**src/rtl/midi_mmio_rx_pkg.sv**
```systemverilog
// Shared definitions for the MIDI memory-mapped receiver: register offsets,
// STATUS bit positions, receiver states and the STATUS word packer.
package midi_mmio_rx_pkg;

    localparam logic [1:0] OFF_DATA   = 2'd0;
    localparam logic [1:0] OFF_STATUS = 2'd1;
    localparam logic [1:0] OFF_POP    = 2'd2;
    localparam logic [1:0] OFF_CTRL   = 2'd3;

    localparam int ST_FULL      = 0;
    localparam int ST_OVERRUN   = 1;
    localparam int ST_FERR      = 2;
    localparam int ST_ENABLE    = 3;
    localparam int ST_COUNT_LSB = 8;

    typedef enum logic [1:0] {
        RX_IDLE,
        RX_START,
        RX_DATA,
        RX_STOP
    } rx_state_t;

    function automatic logic [31:0] status_word(input logic [7:0] count,
                                                input logic enable,
                                                input logic ferr,
                                                input logic overrun,
                                                input logic full);
        logic [31:0] w;
        w = '0;
        w[ST_COUNT_LSB +: 8] = count;
        w[ST_ENABLE]         = enable;
        w[ST_FERR]           = ferr;
        w[ST_OVERRUN]        = overrun;
        w[ST_FULL]           = full;
        return w;
    endfunction

endpackage

```
**src/rtl/midi_mmio_rx_if.sv**
```systemverilog
// Processor data-memory bus as seen by a memory-mapped responder.
interface midi_mmio_rx_if;
    logic [31:0] address_dmem;
    logic [31:0] data;
    logic        wren;
    logic        hit;
    logic [31:0] rdata;

    modport master (output address_dmem, data, wren, input hit, rdata);
    modport slave  (input address_dmem, data, wren, output hit, rdata);
endinterface

```
**src/rtl/midi_mmio_rx_byte_fifo.sv**
```systemverilog
// Synchronous byte FIFO with push/pop/flush; pop on empty is ignored and a
// push on full only lands when a pop frees a slot in the same cycle.
module byte_fifo #(
    parameter  int unsigned DEPTH = 16,
    localparam int unsigned AW    = $clog2(DEPTH),
    localparam int unsigned CW    = $clog2(DEPTH) + 1
) (
    input  logic          clock,
    input  logic          reset,
    input  logic          push,
    input  logic          pop,
    input  logic          flush,
    input  logic [7:0]    din,
    output logic [7:0]    dout,
    output logic          full,
    output logic          empty,
    output logic [CW-1:0] count
);

    logic [7:0]    mem [DEPTH];
    logic [AW-1:0] wr_ptr, rd_ptr;
    logic [CW-1:0] count_q;
    logic          do_push, do_pop;

    assign empty   = (count_q == '0);
    assign full    = (count_q == CW'(DEPTH));
    assign do_pop  = pop && !empty;
    assign do_push = push && (!full || do_pop);
    assign dout    = mem[rd_ptr];
    assign count   = count_q;

    always_ff @(posedge clock or negedge reset) begin
        if (!reset) begin
            wr_ptr  <= '0;
            rd_ptr  <= '0;
            count_q <= '0;
        end else if (flush) begin
            wr_ptr  <= '0;
            rd_ptr  <= '0;
            count_q <= '0;
        end else begin
            // Power-of-two depth: pointers wrap naturally.
            if (do_push) wr_ptr <= wr_ptr + 1'b1;
            if (do_pop)  rd_ptr <= rd_ptr + 1'b1;
            count_q <= count_q + CW'(do_push) - CW'(do_pop);
        end
    end

    always_ff @(posedge clock) begin
        if (do_push && !flush) mem[wr_ptr] <= din;
    end

endmodule

```
**src/rtl/midi_mmio_rx.sv**
```systemverilog
// MIDI 8N1 receiver feeding a byte FIFO, exposed as four memory-mapped words
// on the data-memory bus (DATA, STATUS, POP, CTRL).
module midi_mmio_rx
    import midi_mmio_rx_pkg::*;
#(
    parameter int unsigned CLK_HZ     = 50_000_000,
    parameter int unsigned BAUD       = 31250,
    parameter logic [31:0] BASE_ADDR  = 32'h0000_1000,
    parameter int unsigned FIFO_DEPTH = 16
) (
    input  logic           clock,
    input  logic           reset,
    midi_mmio_rx_if.slave  bus,
    input  logic           midi_in,
    output logic           irq
);

    localparam int unsigned DIV = CLK_HZ / BAUD;
    localparam int unsigned TW  = $clog2(DIV);
    localparam int unsigned CW  = $clog2(FIFO_DEPTH) + 1;
    localparam logic [TW-1:0] HALF_M1 = TW'(DIV / 2 - 1);
    localparam logic [TW-1:0] LAST    = TW'(DIV - 1);

    // Address decode; unsigned wrap keeps addresses below BASE_ADDR out of the window.
    logic [31:0] offset;
    logic [1:0]  reg_sel;
    logic        wr, pop_wr, ctrl_wr, flush, clr_err;

    assign offset  = bus.address_dmem - BASE_ADDR;
    assign bus.hit = (offset < 32'd4);
    assign reg_sel = offset[1:0];
    assign wr      = bus.wren && bus.hit;
    assign pop_wr  = wr && (reg_sel == OFF_POP);
    assign ctrl_wr = wr && (reg_sel == OFF_CTRL);
    assign flush   = ctrl_wr && bus.data[1];
    assign clr_err = ctrl_wr && bus.data[2];

    logic unused_data;
    assign unused_data = ^bus.data[31:3];

    logic [2:0] sync_q;
    logic       rx_bit, fall;

    assign rx_bit = sync_q[1];
    assign fall   = sync_q[2] && !sync_q[1];

    always_ff @(posedge clock or negedge reset) begin
        if (!reset) sync_q <= 3'b111;
        else        sync_q <= {sync_q[1:0], midi_in};
    end

    rx_state_t     state_q, state_d;
    logic [TW-1:0] tick_q, tick_d;
    logic [2:0]    bit_q, bit_d;
    logic [7:0]    shift_q, shift_d;
    logic          push, ferr_set;
    logic          enable_q, ferr_q, overrun_q;

    always_ff @(posedge clock or negedge reset) begin
        if (!reset) begin
            state_q <= RX_IDLE;
            tick_q  <= '0;
            bit_q   <= '0;
            shift_q <= '0;
        end else begin
            state_q <= state_d;
            tick_q  <= tick_d;
            bit_q   <= bit_d;
            shift_q <= shift_d;
        end
    end

    always_comb begin
        state_d  = state_q;
        tick_d   = tick_q + 1'b1;
        bit_d    = bit_q;
        shift_d  = shift_q;
        push     = 1'b0;
        ferr_set = 1'b0;
        if (!enable_q) begin
            state_d = RX_IDLE;
            tick_d  = '0;
            bit_d   = '0;
        end else begin
            case (state_q)
                RX_IDLE: begin
                    tick_d = '0;
                    if (fall) state_d = RX_START;
                end
                RX_START: begin
                    // Mid-start-bit check rejects short glitches.
                    if (tick_q == HALF_M1) begin
                        tick_d  = '0;
                        bit_d   = '0;
                        state_d = rx_bit ? RX_IDLE : RX_DATA;
                    end
                end
                RX_DATA: begin
                    if (tick_q == LAST) begin
                        tick_d  = '0;
                        shift_d = {rx_bit, shift_q[7:1]};
                        if (bit_q == 3'd7) state_d = RX_STOP;
                        else               bit_d   = bit_q + 3'd1;
                    end
                end
                RX_STOP: begin
                    if (tick_q == LAST) begin
                        tick_d  = '0;
                        state_d = RX_IDLE;
                        if (rx_bit) push     = 1'b1;
                        else        ferr_set = 1'b1;
                    end
                end
                default: state_d = RX_IDLE;
            endcase
        end
    end

    logic [7:0]    head;
    logic          full, empty;
    logic [CW-1:0] count;

    byte_fifo #(.DEPTH(FIFO_DEPTH)) u_fifo (
        .clock (clock),
        .reset (reset),
        .push  (push),
        .pop   (pop_wr),
        .flush (flush),
        .din   (shift_q),
        .dout  (head),
        .full  (full),
        .empty (empty),
        .count (count)
    );

    logic [7:0] count8;
    if (CW >= 8) begin : g_cnt_trunc
        logic unused_cnt;
        assign count8     = count[7:0];
        assign unused_cnt = ^count;
    end else begin : g_cnt_ext
        assign count8 = {{(8 - CW){1'b0}}, count};
    end

    // A new error event wins over a same-cycle clear so it is never lost.
    always_ff @(posedge clock or negedge reset) begin
        if (!reset) begin
            enable_q  <= 1'b1;
            ferr_q    <= 1'b0;
            overrun_q <= 1'b0;
            irq       <= 1'b0;
        end else begin
            if (ctrl_wr) enable_q <= bus.data[0];
            if (ferr_set)     ferr_q <= 1'b1;
            else if (clr_err) ferr_q <= 1'b0;
            if (push && full && !pop_wr && !flush) overrun_q <= 1'b1;
            else if (clr_err)                      overrun_q <= 1'b0;
            irq <= !empty && enable_q;
        end
    end

    logic [31:0] rdata_c;

    always_comb begin
        rdata_c = '0;
        if (bus.hit) begin
            case (reg_sel)
                OFF_DATA:   rdata_c = {23'b0, !empty, (empty ? 8'h00 : head)};
                OFF_STATUS: rdata_c = status_word(count8, enable_q, ferr_q, overrun_q, full);
                OFF_CTRL:   rdata_c = {31'b0, enable_q};
                default:    rdata_c = '0;
            endcase
        end
    end

    assign bus.rdata = rdata_c;

endmodule

```
**src/flat_wrapper.sv**
```systemverilog
// flat-port wrapper written by rule: the top's interface ports become plain ports
module midi_mmio_rx_flat import midi_mmio_rx_pkg::*;
#(
    parameter int unsigned CLK_HZ     = 50_000_000,
    parameter int unsigned BAUD       = 31250,
    parameter logic [31:0] BASE_ADDR  = 32'h0000_1000,
    parameter int unsigned FIFO_DEPTH = 16
)
  (clock, reset, midi_in, irq, bus_address_dmem, bus_data, bus_wren, bus_hit, bus_rdata);
  midi_mmio_rx_if bus_i ();
  input  logic clock;
  input  logic reset;
  input  logic midi_in;
  output logic irq;
  input wire logic [$bits(bus_i.address_dmem)-1:0] bus_address_dmem;
  input wire logic [$bits(bus_i.data)-1:0] bus_data;
  input wire logic [$bits(bus_i.wren)-1:0] bus_wren;
  output wire logic [$bits(bus_i.hit)-1:0] bus_hit;
  output wire logic [$bits(bus_i.rdata)-1:0] bus_rdata;
  assign bus_i.address_dmem = bus_address_dmem;
  assign bus_i.data = bus_data;
  assign bus_i.wren = bus_wren;
  assign bus_hit = bus_i.hit;
  assign bus_rdata = bus_i.rdata;
  midi_mmio_rx #(.CLK_HZ(CLK_HZ), .BAUD(BAUD), .BASE_ADDR(BASE_ADDR), .FIFO_DEPTH(FIFO_DEPTH)) u_core (.clock(clock), .reset(reset), .bus(bus_i), .midi_in(midi_in), .irq(irq));
endmodule
```
**config.mk**
```make
export PLATFORM = sky130hd
export DESIGN_NAME = midi_mmio_rx_flat
export DESIGN_NICKNAME = d
export VERILOG_FILES = /design/src/rtl/midi_mmio_rx_pkg.sv /design/src/rtl/midi_mmio_rx_if.sv /design/src/rtl/midi_mmio_rx_byte_fifo.sv /design/src/rtl/midi_mmio_rx.sv /design/src/flat_wrapper.sv
export SDC_FILE = /design/constraint.sdc
export NUM_CORES = 1
export LEC_CHECK = 0
export ABC_AREA = 1
export CORE_AREA = 2 2 172 217
export CTS_BUF_LIST = sky130_fd_sc_hd__clkbuf_8
export CTS_CLUSTER_SIZE = 8
export DETAILED_ROUTE_END_ITERATION = 10
export DIE_AREA = 0 0 174 219
export SYNTH_ARGS = -nofsm -noshare
export SYNTH_HDL_FRONTEND = slang
export SYNTH_SLANG_ARGS = --single-unit
```
**constraint.sdc**
```tcl
create_clock -name clock -period 4.3 [get_ports clock]
set_input_delay 0.43 -clock clock [delete_from_list [all_inputs] [get_ports clock]]
set_output_delay 0.43 -clock clock [all_outputs]
set_load 0.05 [all_outputs]
```
==> metrics.txt <==
status=complete, no violations; wire length per cell=13.79 um; Unique masters post-synth=46; register bit total from synthesis=172; Synth top area share=46.81%; ratio of final minimum period to clock period=90.87%; worst-path fanout max=17; headroom to the max-slew limit=33.55%; Multi-input gate area=0.002784 sq mm; Power, Total=3.306 mW; Register Area=0.004951 sq mm; total gr overflow=0; Finished Cell Area=0.009796 sq mm; Worst path slowest cell=clkdlybuf4s50_1; met1 usage in global routing=11.96%; fmax=255.9 MHz; max-slew violation count=0; Vias=5912; PostCTS Resize Cnt=0; Async SR Flop Fraction=25.58%; Final Hold Vio Count=0; WS Path Type=flip-flop to primary output; slowest stage delay, CP=0.83 ns; Die ar.=0.03811 sq mm; number of synthesized flops with an enable pin=128; register clock-pin slew on the reported worst setup and hold paths=0.09 ns; initial antenna violation count=0; Core Box Area=0.03591 sq mm; Setup TNS=0 ns; met2 usage=19.08%; Fillers=3830; largest area contributor in the netlist=edfxtp_1; CTS tree=yes; LEAKAGE=4.018 nW; post-synthesis cell area=0.008210 sq mm; HP Class=primary input to async pin; postcts setup bufs=0; Die W=174 um; most used cell, CP=o21ai_0; Area contributors post-synth=edfxtp_1 (47%), dfrtp_1 (12%), nand2_1 (6.0%); max_cap viols=0; chip height=219 um; RSZ-0062 raised after global routing=false; post-route minimum period=3.908 ns; yosys warns=0; Clock Path Buffers=2; RePlAce Congestion=0.7938; met3 GRT Util=1.923%; Synth-to-Final Area Change=19.31%; drt pass-1 iters=5; clk sinks=172; Initial Utilization=22.86%; nets=975; drt total wl=19120 um; Port Buf Inserts=53; layout cells sized above 1=9.945%; Max IR drop VDD=0.0002245 V; largest net degree at the start of global routing=75; Max Clock Skew=0.01693 ns; All-Layer GR Usage=10.47%; CTS buffer count=17; ANT nets after route=0; I/O Pins=102; Cell Pwr Density=337.5 mW/mm^2; Seq/Total Area, Yosys=60.29%; clock latency on the worst-skew pair=0.47 ns; vias in the first global route=6017; Critical Path RT=3.87 ns; cells after synthesis=817; dpl hpwl=13610 um; global-route wire length before repair=31160 um; Crit. End Element=primary output; Critical Path AT=3.48 ns; CTS root buffer=clkbuf_8; Main synth FF type=edfxtp_1; Worst Setup Start Kind=flip-flop; Vias/cell=4.266; H-tree depth=4; hold buffers post-CTS=0; Starting DRT DRC Count=504; Worst Tran Pin Value=0.9968 ns; global route hottest layer=met2; most common cell in the netlist=nand2_1; CP cell instances=inv_1 > o21ai_0 > o221ai_1 > nand4_1 > o21ai_0 > a22oi_1 > nor2_1 > clkdlybuf4s50_1; Post-synth top cells=nand2_1 (132), nor2_1 (129), edfxtp_1 (128); # rows=78; detailed-route DRC error count=0; final setup fails=0; Syn Area/Cell=10.05 sq um; Placed Area=0.009382 sq mm
[cells by family (layout without fill, tap and decap cells)]
family	count (synthesis)	count (layout)	share of synthesized area [%]
other	1	20	0.04567
AO/OA/AOI/OAI	137	137	9.677
XOR/XNOR	11	11	1.174
AND/OR/NAND/NOR	354	354	19.67
adder cells (fa/ha/maj)	15	15	2.377
multiplexers	1	1	0.1371
buffers and inverters	126	196	6.629
flip-flops	172	172	60.29
[layout make-up]
cell class | count | share of cell area (%)
sequential | 172 | 50.54
inverter | 84 | 3.219
clock buffer | 18 | 2.529
clock inverter | 14 | 1.673
timing repair buffer | 80 | 7.459
tap | 480 | 6.131
multi-input combinational | 537 | 28.42
antenna | 1 | 0.02555
[per-layer routing]
| metal | share of wire, % | up-vias |
|---|---|---|
| li1 | - | 2913 |
| met5 | 0 | - |
| met1 | 42 | 2831 |
| met3 | 3.9 | 25 |
| met2 | 52 | 143 |
| met4 | 2.2 | 0 |
[worst paths after layout]
| path | from | endpoint | cells after the start | slack (ns) |
|---|---|---|---|---|
| max in group asynchronous | reset | u_core.u_fifo.rd_ptr[0] | 1 | 3.49 |
| worst max register to register | u_core.tick_q[0] | u_core.u_fifo.count[4] | 21 | 0.77 |
| worst min register to register | u_core.sync_q[0] | u_core.sync_q[1] | 0 | 0.36 |
| worst min-delay path | reset | u_core.tick_q[9] | 1 | 0.13 |
| worst max-delay path | u_core.u_fifo.rd_ptr[1] | bus_rdata[1] | 8 | 0.39 |
| min in group clock | u_core.sync_q[0] | u_core.sync_q[1] | 0 | 0.36 |
[power breakdown]
part | internal, mW | leakage (nW) | switching (mW) | total (mW)
clock network | 0.633 | 0.236 | 0.553 | 1.19
logic | 0.100 | 1.73 | 0.189 | 0.289
registers | 1.80 | 2.05 | 0.0309 | 1.83
total | 2.53 | 4.02 | 0.772 | 3.31
[per-stage QoR]
| stage | instances | worst slack (ns) | hold slack [ns] | utilization [%] |
|---|---|---|---|---|
| after floorplan | 835 | 0.9165 | 0.1344 | - |
| after global placement | 1353 | 0.1572 | 0.3468 | 26.12 |
| after detailed placement | 1353 | 0.1056 | 0.3497 | 26.12 |
| after CTS | 1385 | 0.3308 | 0.1496 | 27.27 |
| after global routing | 1385 | 0.1123 | 0.2106 | 27.27 |
| final | 1386 | 0.3924 | 0.1277 | 27.27 |
[registers in the layout, indices dropped and copies added (netlist names), 2 cells and up]
register	count
u_core.shift_q	8
u_core.tick_q	11
u_core.sync_q	3
u_core.state_q	2
u_core.u_fifo.count	5
u_core.u_fifo.wr_ptr	4
u_core.u_fifo.mem	128
u_core.bit_q	3
u_core.u_fifo.rd_ptr	4
[cells in the final DEF, fill, tap and decap left out, types with 2 or more instances in the layout]
| master | synthesis | routed |
|---|---|---|
| a211oi_1 | 2 | 2 |
| a21oi_1 | 35 | 35 |
| a221oi_1 | 8 | 8 |
| a31oi_1 | 9 | 9 |
| buf_4 | 19 | 30 |
| bufinv_16 | 0 | 4 |
| clkbuf_8 | 0 | 18 |
| clkdlybuf4s50_1 | 0 | 48 |
| conb_1 | 1 | 19 |
| dfrtp_1 | 40 | 39 |
| dfstp_2 | 4 | 4 |
| edfxtp_1 | 128 | 128 |
| ha_1 | 14 | 14 |
| inv_1 | 82 | 89 |
| inv_4 | 0 | 2 |
| nand2_1 | 132 | 132 |
| nand2_2 | 5 | 5 |
| nand3_1 | 35 | 35 |
| nand3_2 | 5 | 5 |
| nand3b_1 | 5 | 5 |
| nand4_1 | 13 | 13 |
| nor2_1 | 129 | 129 |
| nor2_2 | 4 | 4 |
| nor2_4 | 2 | 2 |
| nor2_8 | 3 | 3 |
| nor3_1 | 9 | 9 |
| nor4_1 | 5 | 5 |
| o21ai_0 | 56 | 56 |
| o21ai_1 | 6 | 6 |
| o221ai_1 | 10 | 10 |
| o22ai_1 | 6 | 6 |
| or2_2 | 2 | 2 |
| xnor2_1 | 2 | 2 |
| xor2_1 | 9 | 9 |
[critical path, delay by kind of cell (launching register included)]
| family | cells | cell delay, ns |
|---|---|---|
| AOI/OAI and AO/OA | 4 | 0.74 |
| and+or+nand+nor | 2 | 0.28 |
| DFF | 1 | 0.61 |
| buffers and inverters | 2 | 1.37 |
No activity file was read; power rests on OpenSTA's default activity.
